<file path="src/rtl/lisp_uart_regs.sv">
`default_nettype none
// ==========================================================================
// lisp_uart_regs : 8N1 UART peripheral on the lisp_core hardware-register bus
// Revision 1.0
// ==========================================================================
module lisp_uart_regs #(
  parameter int CLKS_PER_BIT  = 16,
  parameter int RX_FIFO_DEPTH = 4,
  parameter int BASE_INDEX    = 0
) (
  input  logic        clk,
  input  logic        reset,
  input  logic [6:0]  register_index,
  input  logic        register_read,
  input  logic        register_write,
  input  logic [15:0] register_write_value,
  output logic [15:0] register_read_value,
  output logic        uart_tx,
  input  logic        uart_rx
);
  localparam int PTR_W = (RX_FIFO_DEPTH > 1) ? $clog2(RX_FIFO_DEPTH) : 1;
  localparam int CNT_W = PTR_W + 1;
  localparam logic [CNT_W-1:0] FIFO_FULL = CNT_W'(RX_FIFO_DEPTH);
  localparam logic [15:0] DIV_RESET = 16'(CLKS_PER_BIT);

  localparam logic [1:0] TX_IDLE = 2'd0, TX_START = 2'd1, TX_DATA = 2'd2, TX_STOP = 2'd3;
  localparam logic [2:0] RX_IDLE = 3'd0, RX_START = 3'd1, RX_DATA = 3'd2, RX_STOP = 3'd3,
                         RX_WAIT = 3'd4;

  logic [6:0] offset;
  logic [1:0] sel;
  logic       mapped, rd_en, wr_en;

  logic [15:0] rdata_q, rdata_d, divisor_q, divisor_d;
  logic        overrun_q, overrun_d, frame_err_q, frame_err_d;

  logic [1:0]  tx_state_q, tx_state_d;
  logic [15:0] tx_cnt_q, tx_cnt_d, tx_div_q, tx_div_d;
  logic [2:0]  tx_bit_q, tx_bit_d;
  logic [7:0]  tx_shift_q, tx_shift_d, hold_q, hold_d;
  logic        hold_full_q, hold_full_d, tx_out_q, tx_out_d, tx_load, tx_tick;

  logic        rx_s1_q, rx_s1_d, rx_s2_q, rx_s2_d, rx_prev_q, rx_prev_d;
  logic [2:0]  rx_state_q, rx_state_d, rx_bit_q, rx_bit_d;
  logic [15:0] rx_cnt_q, rx_cnt_d, rx_div_q, rx_div_d, rx_half;
  logic [7:0]  rx_shift_q, rx_shift_d;
  logic        rx_push, frame_err_set;

  logic [7:0]       mem_q [RX_FIFO_DEPTH];
  logic [7:0]       mem_d [RX_FIFO_DEPTH];
  logic [PTR_W-1:0] wr_ptr_q, wr_ptr_d, rd_ptr_q, rd_ptr_d;
  logic [CNT_W-1:0] count_q, count_d;
  logic [7:0]       fifo_head;
  logic             pop, push_ok, overrun_set, status_clr;
  logic [15:0]      status;

  assign offset = register_index - 7'(BASE_INDEX);
  assign sel    = offset[1:0];
  assign mapped = offset < 7'd4;
  assign rd_en  = register_read & ~register_write & mapped;
  assign wr_en  = register_write & mapped;

  assign fifo_head = (count_q != '0) ? mem_q[rd_ptr_q] : 8'h00;
  assign status    = {12'h000, frame_err_q, overrun_q, (count_q != '0), ~hold_full_q};
  assign status_clr = rd_en & (sel == 2'd0);

  always_comb begin
    rdata_d     = rdata_q;
    divisor_d   = divisor_q;
    if (rd_en) begin
      case (sel)
        2'd0:    rdata_d = status;
        2'd2:    rdata_d = {8'h00, fifo_head};
        2'd3:    rdata_d = divisor_q;
        default: rdata_d = rdata_q;
      endcase
    end
    if (wr_en && sel == 2'd3)
      divisor_d = (register_write_value < 16'd2) ? 16'd2 : register_write_value;
    // A new error arriving on the clearing read must survive it.
    overrun_d   = (overrun_q & ~status_clr) | overrun_set;
    frame_err_d = (frame_err_q & ~status_clr) | frame_err_set;
  end

  assign tx_tick = (tx_cnt_q == tx_div_q - 16'd1);

  always_comb begin
    tx_state_d  = tx_state_q;
    tx_cnt_d    = tx_cnt_q;
    tx_div_d    = tx_div_q;
    tx_bit_d    = tx_bit_q;
    tx_shift_d  = tx_shift_q;
    tx_out_d    = tx_out_q;
    hold_d      = hold_q;
    hold_full_d = hold_full_q;
    tx_load     = 1'b0;
    case (tx_state_q)
      TX_IDLE: begin
        tx_out_d = 1'b1;
        tx_load  = hold_full_q;
      end
      TX_START: begin
        tx_cnt_d = tx_cnt_q + 16'd1;
        if (tx_tick) begin
          tx_cnt_d   = 16'd0;
          tx_bit_d   = 3'd0;
          tx_out_d   = tx_shift_q[0];
          tx_state_d = TX_DATA;
        end
      end
      TX_DATA: begin
        tx_cnt_d = tx_cnt_q + 16'd1;
        if (tx_tick) begin
          tx_cnt_d = 16'd0;
          if (tx_bit_q == 3'd7) begin
            tx_out_d   = 1'b1;
            tx_state_d = TX_STOP;
          end else begin
            tx_bit_d   = tx_bit_q + 3'd1;
            tx_shift_d = {1'b0, tx_shift_q[7:1]};
            tx_out_d   = tx_shift_q[1];
          end
        end
      end
      default: begin
        tx_cnt_d = tx_cnt_q + 16'd1;
        if (tx_tick) begin
          tx_cnt_d   = 16'd0;
          tx_state_d = TX_IDLE;
          tx_load    = hold_full_q;
        end
      end
    endcase
    if (tx_load) begin
      tx_state_d  = TX_START;
      tx_shift_d  = hold_q;
      tx_cnt_d    = 16'd0;
      tx_div_d    = divisor_q;
      tx_out_d    = 1'b0;
      hold_full_d = 1'b0;
    end
    if (wr_en && sel == 2'd1 && !hold_full_q) begin
      hold_d      = register_write_value[7:0];
      hold_full_d = 1'b1;
    end
  end

  assign rx_half = rx_div_q >> 1;

  always_comb begin
    rx_s1_d       = uart_rx;
    rx_s2_d       = rx_s1_q;
    rx_prev_d     = rx_s2_q;
    rx_state_d    = rx_state_q;
    rx_cnt_d      = rx_cnt_q;
    rx_div_d      = rx_div_q;
    rx_bit_d      = rx_bit_q;
    rx_shift_d    = rx_shift_q;
    rx_push       = 1'b0;
    frame_err_set = 1'b0;
    case (rx_state_q)
      RX_IDLE: begin
        if (rx_prev_q && !rx_s2_q) begin
          rx_state_d = RX_START;
          rx_cnt_d   = 16'd0;
          rx_div_d   = divisor_q;
        end
      end
      RX_START: begin
        rx_cnt_d = rx_cnt_q + 16'd1;
        if (rx_cnt_q == rx_half - 16'd1) begin
          rx_cnt_d   = 16'd0;
          rx_bit_d   = 3'd0;
          rx_state_d = rx_s2_q ? RX_IDLE : RX_DATA;
        end
      end
      RX_DATA: begin
        rx_cnt_d = rx_cnt_q + 16'd1;
        if (rx_cnt_q == rx_div_q - 16'd1) begin
          rx_cnt_d   = 16'd0;
          rx_shift_d = {rx_s2_q, rx_shift_q[7:1]};
          rx_bit_d   = rx_bit_q + 3'd1;
          if (rx_bit_q == 3'd7) rx_state_d = RX_STOP;
        end
      end
      RX_STOP: begin
        rx_cnt_d = rx_cnt_q + 16'd1;
        if (rx_cnt_q == rx_div_q - 16'd1) begin
          rx_cnt_d      = 16'd0;
          rx_push       = rx_s2_q;
          frame_err_set = ~rx_s2_q;
          rx_state_d    = rx_s2_q ? RX_IDLE : RX_WAIT;
        end
      end
      default: begin
        if (rx_s2_q) rx_state_d = RX_IDLE;
      end
    endcase
  end

  always_comb begin
    mem_d       = mem_q;
    wr_ptr_d    = wr_ptr_q;
    rd_ptr_d    = rd_ptr_q;
    count_d     = count_q;
    pop         = rd_en & (sel == 2'd2) & (count_q != '0);
    push_ok     = rx_push & (count_q != FIFO_FULL);
    overrun_set = rx_push & (count_q == FIFO_FULL);
    if (push_ok) begin
      mem_d[wr_ptr_q] = rx_shift_q;
      wr_ptr_d        = wr_ptr_q + 1'b1;
    end
    if (pop) rd_ptr_d = rd_ptr_q + 1'b1;
    case ({push_ok, pop})
      2'b10:   count_d = count_q + 1'b1;
      2'b01:   count_d = count_q - 1'b1;
      default: count_d = count_q;
    endcase
  end

  always_ff @(posedge clk) begin
    if (reset) begin
      rdata_q     <= 16'h0000;
      divisor_q   <= DIV_RESET;
      overrun_q   <= 1'b0;
      frame_err_q <= 1'b0;
      tx_state_q  <= TX_IDLE;
      tx_cnt_q    <= 16'd0;
      tx_div_q    <= DIV_RESET;
      tx_bit_q    <= 3'd0;
      tx_shift_q  <= 8'h00;
      tx_out_q    <= 1'b1;
      hold_q      <= 8'h00;
      hold_full_q <= 1'b0;
      rx_s1_q     <= 1'b1;
      rx_s2_q     <= 1'b1;
      rx_prev_q   <= 1'b1;
      rx_state_q  <= RX_IDLE;
      rx_cnt_q    <= 16'd0;
      rx_div_q    <= DIV_RESET;
      rx_bit_q    <= 3'd0;
      rx_shift_q  <= 8'h00;
      mem_q       <= '{default: 8'h00};
      wr_ptr_q    <= '0;
      rd_ptr_q    <= '0;
      count_q     <= '0;
    end else begin
      rdata_q     <= rdata_d;
      divisor_q   <= divisor_d;
      overrun_q   <= overrun_d;
      frame_err_q <= frame_err_d;
      tx_state_q  <= tx_state_d;
      tx_cnt_q    <= tx_cnt_d;
      tx_div_q    <= tx_div_d;
      tx_bit_q    <= tx_bit_d;
      tx_shift_q  <= tx_shift_d;
      tx_out_q    <= tx_out_d;
      hold_q      <= hold_d;
      hold_full_q <= hold_full_d;
      rx_s1_q     <= rx_s1_d;
      rx_s2_q     <= rx_s2_d;
      rx_prev_q   <= rx_prev_d;
      rx_state_q  <= rx_state_d;
      rx_cnt_q    <= rx_cnt_d;
      rx_div_q    <= rx_div_d;
      rx_bit_q    <= rx_bit_d;
      rx_shift_q  <= rx_shift_d;
      mem_q       <= mem_d;
      wr_ptr_q    <= wr_ptr_d;
      rd_ptr_q    <= rd_ptr_d;
      count_q     <= count_d;
    end
  end

  assign register_read_value = rdata_q;
  assign uart_tx             = tx_out_q;

endmodule
`default_nettype wire

</file>
<file path="config.mk">
export PLATFORM = sky130hd
export DESIGN_NAME = lisp_uart_regs
export DESIGN_NICKNAME = d
export VERILOG_FILES = /design/src/rtl/lisp_uart_regs.sv
export SDC_FILE = /design/constraint.sdc
export NUM_CORES = 1
export LEC_CHECK = 0
export ABC_AREA = 1
export BUFFER_PORTS_ARGS = -buffer_cell sky130_fd_sc_hd__buf_2
export CAP_MARGIN = 40
export CORE_MARGIN = 4
export CORE_UTILIZATION = 64
export CTS_CLUSTER_DIAMETER = 60
export DETAILED_ROUTE_END_ITERATION = 6
export PLACE_DENSITY = 0.82
export SETUP_SLACK_MARGIN = 0.05
export SYNTH_ARGS = -nofsm -noshare
export SYNTH_HDL_FRONTEND = slang
export SYNTH_SLANG_ARGS = --single-unit
export TNS_END_PERCENT = 20
</file>
<file path="constraint.sdc">
create_clock -name clk -period 4.1 [get_ports clk]
set_clock_uncertainty 0.05 [all_clocks]
set_input_delay 0 -clock clk [delete_from_list [all_inputs] [get_ports clk]]
set_output_delay 0 -clock clk [all_outputs]
set_load 0.02 [all_outputs]
</file>
After elaboration in Yosys (flattened, before gate mapping)
Cells that the tools add are included.
W data, S select, Z words.
- add/subtract/negate cells: 11
- magnitude comparators: 5
- equality and inequality tests: 31
- multiplexer cells: 54
- bitwise logic cells: 19
- reductions and logical operators: 35
- operators by type and width (kind ; count):
    $pmux W16 S3 ; 2
    $mux W16 ; 5
    $mux W8 ; 8
    $eq A16 B16 Y1 ; 3
    $mux W3 ; 12
    $add A16 B1 Y16 const B ; 2
    $bwmux W32 ; 1
    $sub A16 B1 Y16 const B ; 2
    $ne A2 B2 Y1 const B ; 11
    $pmux W3 S2 ; 3
    $bmux W8 S2 ; 1
    $demux W8 S2 ; 1
    $lt A16 B2 Y1 const B ; 1
    $sub A15 B1 Y16 const B ; 1
    $reduce_and A3 Y1 ; 5
    $mux W1 ; 12
    $ne A3 B3 Y1 const B ; 4
    $pmux W3 S4 ; 1
    $reduce_bool A2 Y1 ; 6
    $and A1 B1 Y1 ; 10
    $mux W2 ; 5
    $add A3 B1 Y3 const B ; 3
    $eq A3 B3 Y1 const B ; 3
    $reduce_bool A3 Y1 ; 3
    other kinds (25) ; 50
- register bits after elaboration: 177
- input port bits: 28
- output and inout port bits: 17
- logic and storage cells: 183

Logic depth before layout (Yosys ltp)
- depth in word-level cells: 7
- mapped depth: 21
- depth with buffers taken out: 21

Worst setup path after synthesis
OpenSTA, ideal clock, no wires.
- kind: reg2reg
- start point: reg rx_div_q[1]
- end point: reg count_q[2]
- library setup time: 122 ps
- data arrival time: 2568 ps
- data required time: 3928 ps
- setup slack: 1360 ps
- cell stages (with the launch flop): 20
- buffers on the path: 0
- clock period less this slack: 2740 ps
- path through: dfxtp_1 -> inv_1 -> ha_1 -> nand2_1 -> nor2_2 -> nand3_1 -> nand2_1 -> nand2_1 -> nand2_1 -> nor2_2 -> nand3_2 -> clkinv_4 -> nand3_1 -> ha_1 -> inv_1 -> fa_1 -> a21oi_1 -> o21ai_0 -> o21ai_0 -> a21oi_1
- cells in the longest elaborated chain, start to end: 7
- elaborated cells on any way between the ends: 9
- classes of those cells: add/sub (1); eq/ne (3); mux (3); bitwise (1); reduce/logical (1)
- RTL lines (what ; line ; RTL):
    start, declared ; 45 ; logic [15:0] rx_cnt_q, rx_cnt_d, rx_div_q, rx_div_d, rx_half;
    start signal, assigned ; 265 ; rx_div_q <= rx_div_d;
    $sub A16 B1 Y16 (*) ; 188 ; if (rx_cnt_q == rx_div_q - 16'd1) begin
    $eq A16 B16 Y1 (*) ; 188 ;
    $mux W1 (*) ; 188 ;
    $mux W1 (*) ; 161 ; case (rx_state_q)
    $and A1 B1 Y1 (*) ; 207 ; push_ok = rx_push & (count_q != FIFO_FULL);
    $eq A2 B1 Y1 or $eq A2 B2 Y1 (tied branches) ; 214 ; case ({push_ok, pop})
    $pmux W3 S2 or $reduce_bool A2 Y1 (tied branches) ; n/a ;
    end signal, assigned ; 271 ; count_q <= count_d;
    end, declared ; 52 ; logic [CNT_W-1:0] count_q, count_d;
Mark *: on every way between the ends. The rest lies on a longest branch, timed or not.
A chain may end at the register's enable or synchronous reset.

Worst setup path after layout
Ends and elaborated chain as after synthesis.

==> impl_metrics.py <==
metrics = {
    "worst_setup_path": {
        "crit_path_end_kind": "register",
        "slowest_stage": "fa_1",
        "cp_max_fo": 8,
        "path_buf_inv": 3,
        "path_depth": 19,
        "ff2ff_path_depth": 19,
        "path_delay_family": "simple AND/OR/NAND/NOR gates",
        "r2r_slack_ns": 0.96,
        "cp_slowest_stage_delay_ns": 0.37,
        "cp-start-kind": "register",
        "crit_path_end": "count_q[2]",
        "critPathRequiredTime_ns": 4.37,
        "crit_top_cell": "nand2_1",
        "reg2reg_to": "count_q[2]",
        "cp-startpoint": "rx_div_q[1]",
        "crit_arrival_ns": 3.41,
        "r2r_start": "rx_div_q[1]",
        "path_cells": "inv_1, ha_1, nand2_1, nor2_2, nand3_1, nand2_1, nand2_1, nand2_1, nor2_2, nand3_2, clkinv_4, nand3_1, ha_1, inv_1, fa_1, a21oi_1, o21ai_0, o21ai_0, a21oi_1",
        "setup.worst_path.class": "register to register",
    },
    "clocking": {
        "clock_path_buffers": 2,
        "clkSlewWorstSetupHoldPaths_ns": 0.06,
        "cts_tree": "built",
        "post-cts-setup-buffers": 0,
        "cts_root_buf": "clkbuf_16",
        "insertion_delay_ns": 0.44,
        "cts_buffers": 17,
        "htree_num_levels": 4,
        "numClockSinks": 177,
    },
    "power": {
        "p_leak_nw": 5.21,
        "power.density_nw_per_um2": 390,
        "ir_drop_v": 0.000332,
    },
    "synthesis": {
        "synth.distinct_cells": 45,
        "yosys_most_used_dff": "dfxtp_1",
        "ys_ff_latch": 177,
        "syn-num-nets": 1550,
        "synth-edff-count": 0,
        "syn_area_um2": 9790,
        "synth_top_cell_area_share": 0.362,
        "synth_top_area_cell": "dfxtp_1",
        "syn_area_per_cell_um2": 6.51,
        "yosysWarnings": 0,
        "synth.area.top_cells": "dfxtp_1 (36%), nand2_1 (15%), nor2_1 (8.9%)",
        "syn_inst": 1503,
        "yosysMostFrequentCell": "nand2_1",
        "yosysSeqAreaShare": 0.362,
        "yosys-top-cells-count": "nand2_1 (382), nor2_1 (231), dfxtp_1 (177), inv_1 (170), a21oi_1 (117)",
        "async_flop_share": 0,
    },
    "sta": {
        "period_share": 0.766,
        "setup_tns_ns": 0,
        "worst_slew_pin_slew_ns": 0.696,
        "setup_viol": 0,
        "hold_viol": 0,
        "slew_viol_final": 0,
        "setup_ws_ns": 0.961,
        "slew_headroom": 0.535,
        "finalCriticalPeriod_ns": 3.14,
        "hold_ws_ns": 0.0412,
        "fmaxAchievable_ghz": 0.319,
        "rsz0062_at_grt": "false",
    },
    "layout": {
        "n_antenna_cell": 0,
        "drive_gt1_frac": 0.0815,
        "area_growth_pct": 11.4,
        "stdcell_count": 1743,
        "fill_cells": 1203,
        "nets": 1595,
        "fin_area_um2": 10900,
    },
    "routing": {
        "route.vias.total": 9471,
        "drtPass1Iterations": 5,
        "wl_um": 24600,
        "via_per_inst": 5.43,
        "remaining_drc_errors": 0,
        "detail_route.wl_per_cell_um": 14.1,
        "antenna_left": 0,
        "drtIter0Drc": 827,
    },
    "placement": {
        "place_hpwl_um": 17800,
        "port_buffers": 44,
        "placed_area_um2": 10100,
        "preCtsSetupSlack_ns": 0.985,
        "globalplace.congestion": 0.943,
        "place_inst": 1693,
    },
    "floorplanning": {
        "fp.dieH_um": 132,
        "dieArea_um2": 17300,
        "start_util": 0.663,
        "rows": 44,
        "die_x_um": 132,
        "ioPinCount": 45,
        "fp.coreArea_um2": 14800,
    },
    "grt": {
        "overflow": 0,
        "grt_usage": 0.284,
        "antenna_found_initial": 0,
        "grt_pass1_wl_um": 41100,
        "grt_max_degree": 55,
        "grt_pass1_vias": 8517,
    },
    "min_path": {
        "hp-class": "primary input to register",
        "min_path_cells": 5,
    },
    "run_status": {
        "outcome": "complete, no violations",
    },
    "flow_run": {
        "maxCapViolations": 0,
    },
}
-- layout by cell type, fill, tap and decap left out, types with 13 or more instances in the layout --
cell	synthesis	final
ha_1	18	18
dlygate4sd3_1	0	20
xnor2_1	17	17
buf_2	7	44
inv_2	12	13
a21oi_1	117	117
nor3_1	14	14
nor2_1	231	231
inv_1	170	170
o21ai_0	85	85
clkbuf_16	0	17
o21ai_1	17	17
xor2_1	25	25
dfxtp_1	177	177
nand3_1	97	97
nand2_1	382	382
-- power by group --
part | total (mW) | leakage [nW] | internal [mW] | switching, mW
Combinational | 0.679 | 3.48 | 0.214 | 0.465
Clock | 1.75 | 0.306 | 1.04 | 0.707
Sequential | 1.82 | 1.43 | 1.77 | 0.0560
Total | 4.25 | 5.21 | 3.02 | 1.23
-- worst min path at each step --
stage / startpoint / endpoint
final: register_write / register_read_value[5]
after global routing: register_write / register_read_value[5]
after CTS: register_write / register_read_value[5]
after detailed placement: uart_rx / rx_s1_q
after global placement: uart_rx / rx_s1_q
after floorplan: uart_rx / rx_s1_q
-- layout make-up --
type	instances	area [um^2]	area share
multi-input cells	1095	5320	0.488
flip-flops and latches	177	3540	0.325
inverters	186	703	0.0645
repair buffers	71	485	0.0445
clock buffers	19	443	0.0406
well taps	184	230	0.0211
clock inverters	11	176	0.0162
-- state kept, by name, summed over array words and instances, names as in the netlist, 8 cells and up --
name                 flops
mem_q                   32
hold_q                   8
tx_cnt_q                16
register_read_value     16
tx_div_q                16
rx_shift_q               8
rx_cnt_q                16
rx_div_q                16
tx_shift_q               8
divisor_q               16
-- per-layer routing --
layer | wire length (um) | vias up | global-route usage | part of all wire
met4 | 444 | 0 | 0.0811 | 0.018
met5 | 0 | - | 0 | 0
li1 | - | 4863 | - | -
met1 | 11200 | 4251 | 0.394 | 0.45
met2 | 11400 | 317 | 0.454 | 0.46
met3 | 1570 | 40 | 0.0531 | 0.064
-- logic make-up after synthesis --
| logic type | after synthesis | share of synthesized area |
|---|---|---|
| xor+xnor | 42 | 0.0376 |
| buf+inv | 231 | 0.0946 |
| flops | 177 | 0.362 |
| fa+ha+maj | 19 | 0.0251 |
| simple gates | 798 | 0.356 |
| compound gates | 236 | 0.125 |
-- per-stage QoR --
| stage | util | total power [mW] |
|---|---|---|
| after floorplan | - | 2.36 |
| after detailed placement | 0.683 | 2.51 |
| final | 0.739 | 4.25 |
| after global routing | 0.739 | 4.45 |
| after CTS | 0.739 | 4.26 |
| after global placement | 0.682 | 2.50 |
-- worst reg2reg max path, cell delays in order (launching register included) --
cell and delay [ns]:
dfxtp_1 0.33, inv_1 0.10, ha_1 0.25, nand2_1 0.15
nor2_2 0.23, nand3_1 0.12, nand2_1 0.09, nand2_1 0.05
nand2_1 0.08, nor2_2 0.05, nand3_2 0.12, clkinv_4 0.13
nand3_1 0.19, ha_1 0.18, inv_1 0.06, fa_1 0.37
a21oi_1 0.14, o21ai_0 0.11, o21ai_0 0.16, a21oi_1 0.06
-- repair_timing --
| item | in CTS | in global routing |
|---|---|---|
| hold buffers | 20 | 0 |
| hold endpoints to repair | 34 | 0 |
| resized for setup | 0 | 0 |
Note: power is estimated with default switching activity, not from simulation.
